### src/rtl/tusca_pkg.sv
// Shared definitions for the TUSCA control unit: FSM state encoding and the
// DHT11 minimum sampling interval.
package tusca_pkg;

  localparam int DHT11_MIN_INTERVALO_MS = 1000;

  typedef enum logic [3:0] {
    INICIAL           = 4'd0,
    PEDE_CONFIG       = 4'd1,
    ESPERA_CONFIG     = 4'd2,
    MEDE              = 4'd3,
    ESPERA_MEDIDA     = 4'd4,
    TRANSMITE         = 4'd5,
    ESPERA_TRANSMITE  = 4'd6,
    PREPARA_INTERVALO = 4'd7,
    ESPERA_INTERVALO  = 4'd8,
    ERRO              = 4'd9,
    FIM               = 4'd15
  } estado_t;

endpackage

### src/rtl/tusca_intervalo.sv
// Millisecond tick counter for the measurement interval: clear, enable and a
// terminal-count strobe on the tick that completes INTERVALO_MS ticks.
module tusca_intervalo #(
  parameter int INTERVALO_MS = 2000
) (
  input  logic clock,
  input  logic reset,
  input  logic i_zera,
  input  logic i_conta,
  input  logic i_tick,
  output logic o_fim
);

  localparam int CW = (INTERVALO_MS > 1) ? $clog2(INTERVALO_MS) : 1;
  localparam logic [CW-1:0] ULTIMO = CW'(INTERVALO_MS - 1);

  logic [CW-1:0] r_cnt;
  logic          w_terminal;

  assign w_terminal = i_conta && i_tick && (r_cnt == ULTIMO);
  assign o_fim      = w_terminal;

  // NOTE: reset is synchronous, so only clock is in the sensitivity list; state uses <= so all flops update together.
  always_ff @(posedge clock) begin
    if (!reset || i_zera) begin
      r_cnt <= '0;
    end else if (i_conta && i_tick) begin
      r_cnt <= w_terminal ? '0 : r_cnt + 1'b1;
    end
  end

endmodule

### src/rtl/tusca_uc.sv
// TUSCA control unit: config fetch, periodic DHT11 reads with retries, and
// transmission of good samples. Optional macro TUSCA_UC_RECONFIG_EN enables nova_config.
module tusca_uc
  import tusca_pkg::*;
#(
  parameter int INTERVALO_MS   = 2000,
  parameter int MAX_TENTATIVAS = 3
) (
  input  logic       clock,
  input  logic       reset,
  input  logic       ligar,
  input  logic       fim_delay,
  input  logic       pronto_config,
  input  logic       erro_config,
  input  logic       pronto_medida,
  input  logic       erro_medida,
  input  logic       pronto_transmite_medida,
  input  logic       nova_config,
  output logic       receber_config,
  output logic       medir_dht11,
  output logic       transmite_medida,
  output logic       zera_delay,
  output logic       conta_delay,
  output logic       gira,
  output logic       erro,
  output logic [3:0] db_estado
);

  localparam int RW = $clog2(MAX_TENTATIVAS + 1);
  localparam logic [RW-1:0] TENT_MAX = RW'(MAX_TENTATIVAS);

  estado_t       r_estado;
  logic [RW-1:0] r_tentativas;
  logic [RW-1:0] w_tent_inc;
  logic          w_fim_intervalo;
  logic          w_zera_cnt;
  logic          w_nova_config;

`ifdef TUSCA_UC_RECONFIG_EN
  assign w_nova_config = nova_config;
`else
  logic w_unused_nova;
  assign w_unused_nova = nova_config;
  assign w_nova_config = 1'b0;
`endif

  assign w_tent_inc = r_tentativas + 1'b1;
  // Dropping ligar also clears the interval so a restart never inherits a partial count.
  assign w_zera_cnt = (r_estado == PREPARA_INTERVALO) || !ligar;

  tusca_intervalo #(
    .INTERVALO_MS(INTERVALO_MS)
  ) u_intervalo (
    .clock  (clock),
    .reset  (reset),
    .i_zera (w_zera_cnt),
    .i_conta(r_estado == ESPERA_INTERVALO),
    .i_tick (fim_delay),
    .o_fim  (w_fim_intervalo)
  );

  always_ff @(posedge clock) begin
    if (!reset || !ligar) begin
      r_estado     <= INICIAL;
      r_tentativas <= '0;
    end else begin
      case (r_estado)
        INICIAL:          r_estado <= PEDE_CONFIG;
        PEDE_CONFIG:      r_estado <= ESPERA_CONFIG;
        ESPERA_CONFIG: begin
          if (erro_config)        r_estado <= PEDE_CONFIG;
          else if (pronto_config) r_estado <= MEDE;
        end
        MEDE:             r_estado <= ESPERA_MEDIDA;
        ESPERA_MEDIDA: begin
          if (erro_medida) begin
            r_tentativas <= w_tent_inc;
            r_estado     <= (w_tent_inc == TENT_MAX) ? ERRO : PREPARA_INTERVALO;
          end else if (pronto_medida) begin
            r_tentativas <= '0;
            r_estado     <= TRANSMITE;
          end
        end
        TRANSMITE:        r_estado <= ESPERA_TRANSMITE;
        ESPERA_TRANSMITE: if (pronto_transmite_medida) r_estado <= PREPARA_INTERVALO;
        PREPARA_INTERVALO: r_estado <= ESPERA_INTERVALO;
        ESPERA_INTERVALO: begin
          if (w_nova_config)        r_estado <= PEDE_CONFIG;
          else if (w_fim_intervalo) r_estado <= MEDE;
        end
        ERRO:             r_estado <= ERRO;
        default:          r_estado <= INICIAL;
      endcase
    end
  end

  always_comb begin
    // NOTE: every output gets a default first so no state path can infer a latch.
    receber_config   = 1'b0;
    medir_dht11      = 1'b0;
    transmite_medida = 1'b0;
    zera_delay       = 1'b0;
    conta_delay      = 1'b0;
    gira             = 1'b0;
    erro             = 1'b0;
    case (r_estado)
      PEDE_CONFIG:       begin receber_config   = 1'b1; gira = 1'b1; end
      ESPERA_CONFIG:     gira = 1'b1;
      MEDE:              begin medir_dht11      = 1'b1; gira = 1'b1; end
      ESPERA_MEDIDA:     gira = 1'b1;
      TRANSMITE:         begin transmite_medida = 1'b1; gira = 1'b1; end
      ESPERA_TRANSMITE:  gira = 1'b1;
      PREPARA_INTERVALO: begin zera_delay       = 1'b1; gira = 1'b1; end
      ESPERA_INTERVALO:  begin conta_delay      = 1'b1; gira = 1'b1; end
      ERRO:              erro = 1'b1;
      default:           ;
    endcase
  end

  assign db_estado = r_estado;

endmodule

### config.mk
export PLATFORM = sky130hd
export DESIGN_NAME = tusca_uc
export DESIGN_NICKNAME = d
export VERILOG_FILES = /design/src/rtl/tusca_pkg.sv /design/src/rtl/tusca_intervalo.sv /design/src/rtl/tusca_uc.sv
export SDC_FILE = /design/constraint.sdc
export NUM_CORES = 1
export LEC_CHECK = 0
export BUFFER_PORTS_ARGS = -buffer_cell sky130_fd_sc_hd__buf_2
export CAP_MARGIN = 20
export CORE_MARGIN = 8
export CORE_UTILIZATION = 50
export CTS_BUF_LIST = sky130_fd_sc_hd__clkbuf_16
export CTS_CLUSTER_SIZE = 8
export DETAILED_ROUTE_END_ITERATION = 7
export GPL_TIMING_DRIVEN = 0
export PLACE_DENSITY = 0.74
export SKIP_LAST_GASP = 1
export SLEW_MARGIN = 15
export SYNTH_ARGS = -nofsm -noshare
export SYNTH_HDL_FRONTEND = slang
export SYNTH_SLANG_ARGS = --single-unit
### constraint.sdc
create_clock -name clock -period 5.4 [get_ports clock]
set_input_delay 0.27 -clock clock [delete_from_list [all_inputs] [get_ports clock]]
set_output_delay 0.27 -clock clock [all_outputs]
set_load 0.05 [all_outputs]
==> flow_summary_export.csv <==
group,metric,value,unit
outcome,outcome,"finished, final reports clean",
sta,fin_crit_sh,0.3880,
grt,grt_use_total,0.1316,
critical_path,cpMaxStageDelayCell,"or4b_1",
critical_path,r2r_cells,7,
sta,finClkSkew,0.0008257,ns
floorplan,die_y,60.58,microns
drt,dr.pass1.iters,4,
logic_synthesis,ys_seq_area_frac,0.3426,
pwr,intPower,0.2330,mW
critical_path,crit_arrival,2.23,ns
critical_path,path_delay_family,"simple AND/OR/NAND/NOR gates",
placed_design,place_worst_setup_slack,3.308,ns
cells_and_area,nNetsFinal,158,
floorplan,die_w,60.58,microns
logic_synthesis,yosys.area_share.simple,0.3564,
clock_tree,clockBufferDepth,2,
logic_synthesis,syn_inst,122,
cells_and_area,syn2layout_area_growth,21.03,%
logic_synthesis,yosys_warnings,0,
placed_design,hpwl,1780,microns
critical_path,crit_fanout,10,
pwr,power_frac_clock,0.492,
logic_synthesis,synth-compound-area-share,0.1499,
logic_synthesis,synthXorXnorAreaFrac,0.07053,
worst_hold_path,worstHoldPathType,"in2reg",
grt,grt_overflow_total,0,
worst_hold_path,whs_path_depth,3,
grt,grt_pass1_wl,3684,microns
pwr,pwr-share-seq,0.427,
logic_synthesis,synth-seq-cells,17,
logic_synthesis,syn_area,993.5,sq um
clock_tree,cts_buffers,3,
pwr,p_leak,0.4358,nW
critical_path,worstReg2RegStart,"db_estado[3]",
critical_path,critPathMaxStageDelay,0.46,ns
drt,drcViolationCount,0,
sta,max_clock_freq,477.3,MHz
floorplan,start_util,0.5169,
critical_path,r2r_end,"u_intervalo.r_cnt[6]",
pwr,power_density,247.9,nW/um^2
drt,routed_wl,2276,microns
clock_tree,h-tree-depth,1,
clock_tree,cts_setup_buffers,0,
critical_path,crit_chain,"buf_6, or4b_1, buf_6, nor4_1, or2_2, buf_2, nor2_1",
pwr,share_comb_of_total_power,0.081,
placed_design,io_buffers,19,
grt,antenna_found_initial,0,
grt,grt_start_max_net_pins,11,
cells_and_area,final_util,0.6257,
pwr,switching_share,0.2185,
floorplan,ios,21,
critical_path,r2r_setup_slack,3.30,ns
critical_path,cp_common_cell,"buf_6",
critical_path,critPathBufInv,3,
sta,slew_violations,0,
worst_hold_path,hold_start,"reset",
cells_and_area,drive_gt1_frac,0.2276,
logic_synthesis,synth_cell_type_count,39,
floorplan,core,1922,sq um
critical_path,worst-path-stages,7,
logic_synthesis,synth-adder-area-share,0.02519,
clock_tree,clkTransAtPathRegs,0.05,ns
sta,fin_setup_tns,0,ns
job,drv_cap,0,
cells_and_area,layout_commonest_cell,"buf_2",
logic_synthesis,async_flop_share,0,
sta,post-route-min-period,2.095,ns
critical_path,end_kind,"flip-flop",
clock_tree,hold_buffers,0,
drt,detail-route-antenna-nets,0,
placed_design,gp_congestion,0.8314,
sta,worst_pin_slew,0.6029,ns
sta,fin_ws,3.305,ns
pwr,ir_worst_vdd,0.1894,mV
clock_tree,cts-resized-gates,0,
clock_tree,cts_tree,"yes",
sta,maxSlewHeadroom,0.5924,
drt,dr_total_vias,955,
clock_tree,clk_latency,0.24,ns
floorplan,dieArea,3669,sq um
logic_synthesis,synthFlopType,"dfxtp_1",
sta,setup_violations,0,
critical_path,required,5.53,ns
sta,rsz0062_at_grt,"false",
logic_synthesis,synth_top_family_by_area,"simple AND/OR/NAND/NOR gates",
clock_tree,root_buffer,"clkbuf_16",
cells_and_area,mostFrequentLayoutCells,"buf_2, dfxtp_1, nor2_1",
pwr,total_power,0.2981,mW
logic_synthesis,postSynthNetCount,134,
logic_synthesis,synth_edf_count,0,
critical_path,critPathKind,"reg2reg",
drt,avgRoutedWirePerCell,13.23,microns
drt,via_per_inst,5.552,
cells_and_area,diodes,0,
pwr,switchingPower,0.06512,mW
drt,drtIter0Drc,26,
clock_tree,clock-sinks,17,
critical_path,critPathLaunchType,"flip-flop",
worst_hold_path,min_to,"db_estado[2]",
logic_synthesis,synth_mux_area_frac,0,
grt,grt_pass1_vias,843,
sta,final-hold-violation-count,0,
logic_synthesis,avgSynthCellArea,8.143,sq um
floorplan,num_rows,16,
flip-flops by register name, summed over array words and instances, names as in the netlist:
name               cells
u_intervalo.r_cnt     11
db_estado              4
r_tentativas           2
tightest hold or removal path: stages:
cell       delay [ns]
buf_2            0.12
o2111ai_1        0.08
nor3_1           0.05
final cells by class:
type | instances | area (sq um)
clock inverters | 1 | 5.005
clock buffers | 3 | 75.07
multi-input cells | 96 | 598.1
plain buffers | 6 | 38.79
inverters | 3 | 16.27
fillers | 191 | 719.4
well taps | 27 | 33.78
flip-flops and latches | 17 | 340.3
repair buffers | 19 | 95.09
synthesized netlist by cell type, drive strengths merged (2+ instances only):
cell type,number,area (sq um)
xor2,3,26.28
dfxtp,17,340.3
nand2b,4,25.02
nor2,14,52.55
buf,3,27.52
or3,2,12.51
nor4,3,18.77
nand4,5,46.29
clkbuf,3,11.26
o21ai,4,20.02
nand3,8,40.04
a21oi,7,38.79
or4b,2,23.77
o31ai,2,15.01
a2bb2oi,2,17.52
xnor2,5,43.79
nand2,11,41.29
nor3,6,30.03
ha,2,25.02
nor2b,2,12.51
inv,2,7.510
a31oi,2,12.51
power by group through the flow:
stage / Combinational [mW] / Sequential [mW] / Clock, mW
final: 0.0241 / 0.127 / 0.147
after global routing: 0.0260 / 0.127 / 0.158
after CTS: 0.0242 / 0.127 / 0.151
after detailed placement: 0.0241 / 0.130 / 0
after global placement: 0.0233 / 0.130 / 0
after floorplan: 0.0131 / 0.132 / 0
layer usage:
metal / share of wire / global-route usage / up-vias
li1: - / - / 490
met1: 0.43 / 0.1380 / 442
met2: 0.50 / 0.2368 / 21
met3: 0.068 / 0.03814 / 2
met4: 0.0044 / 0.05648 / 0
met5: 0 / 0 / -
how the worst max path moves through the flow:
stage	start	endpoint
floorplan	db_estado[0]	db_estado[3]
global placement	db_estado[3]	u_intervalo.r_cnt[2]
detailed placement	db_estado[3]	u_intervalo.r_cnt[5]
CTS	db_estado[3]	u_intervalo.r_cnt[5]
global route	db_estado[3]	u_intervalo.r_cnt[5]
finish	db_estado[3]	u_intervalo.r_cnt[6]
kinds of logic (layout without fill, tap and decap cells):
group / Yosys count / count (layout)
AOI/OAI and AO/OA: 22 / 22
xor gates and xnor gates: 8 / 8
adders and majority gates: 2 / 2
buffers and inverters: 9 / 32
DFF: 17 / 17
and+or+nand+nor: 64 / 64
stage by stage:
stage,hold slack (ns),cells,area [sq um]
floorplan,0.4248,122,993.5
global placement,0.4431,168,1122
detailed placement,0.4586,168,1122
CTS,0.3145,172,1202
global route,0.3318,172,1202
finish,0.3229,172,1202
Power figures use the tool's default switching activity.
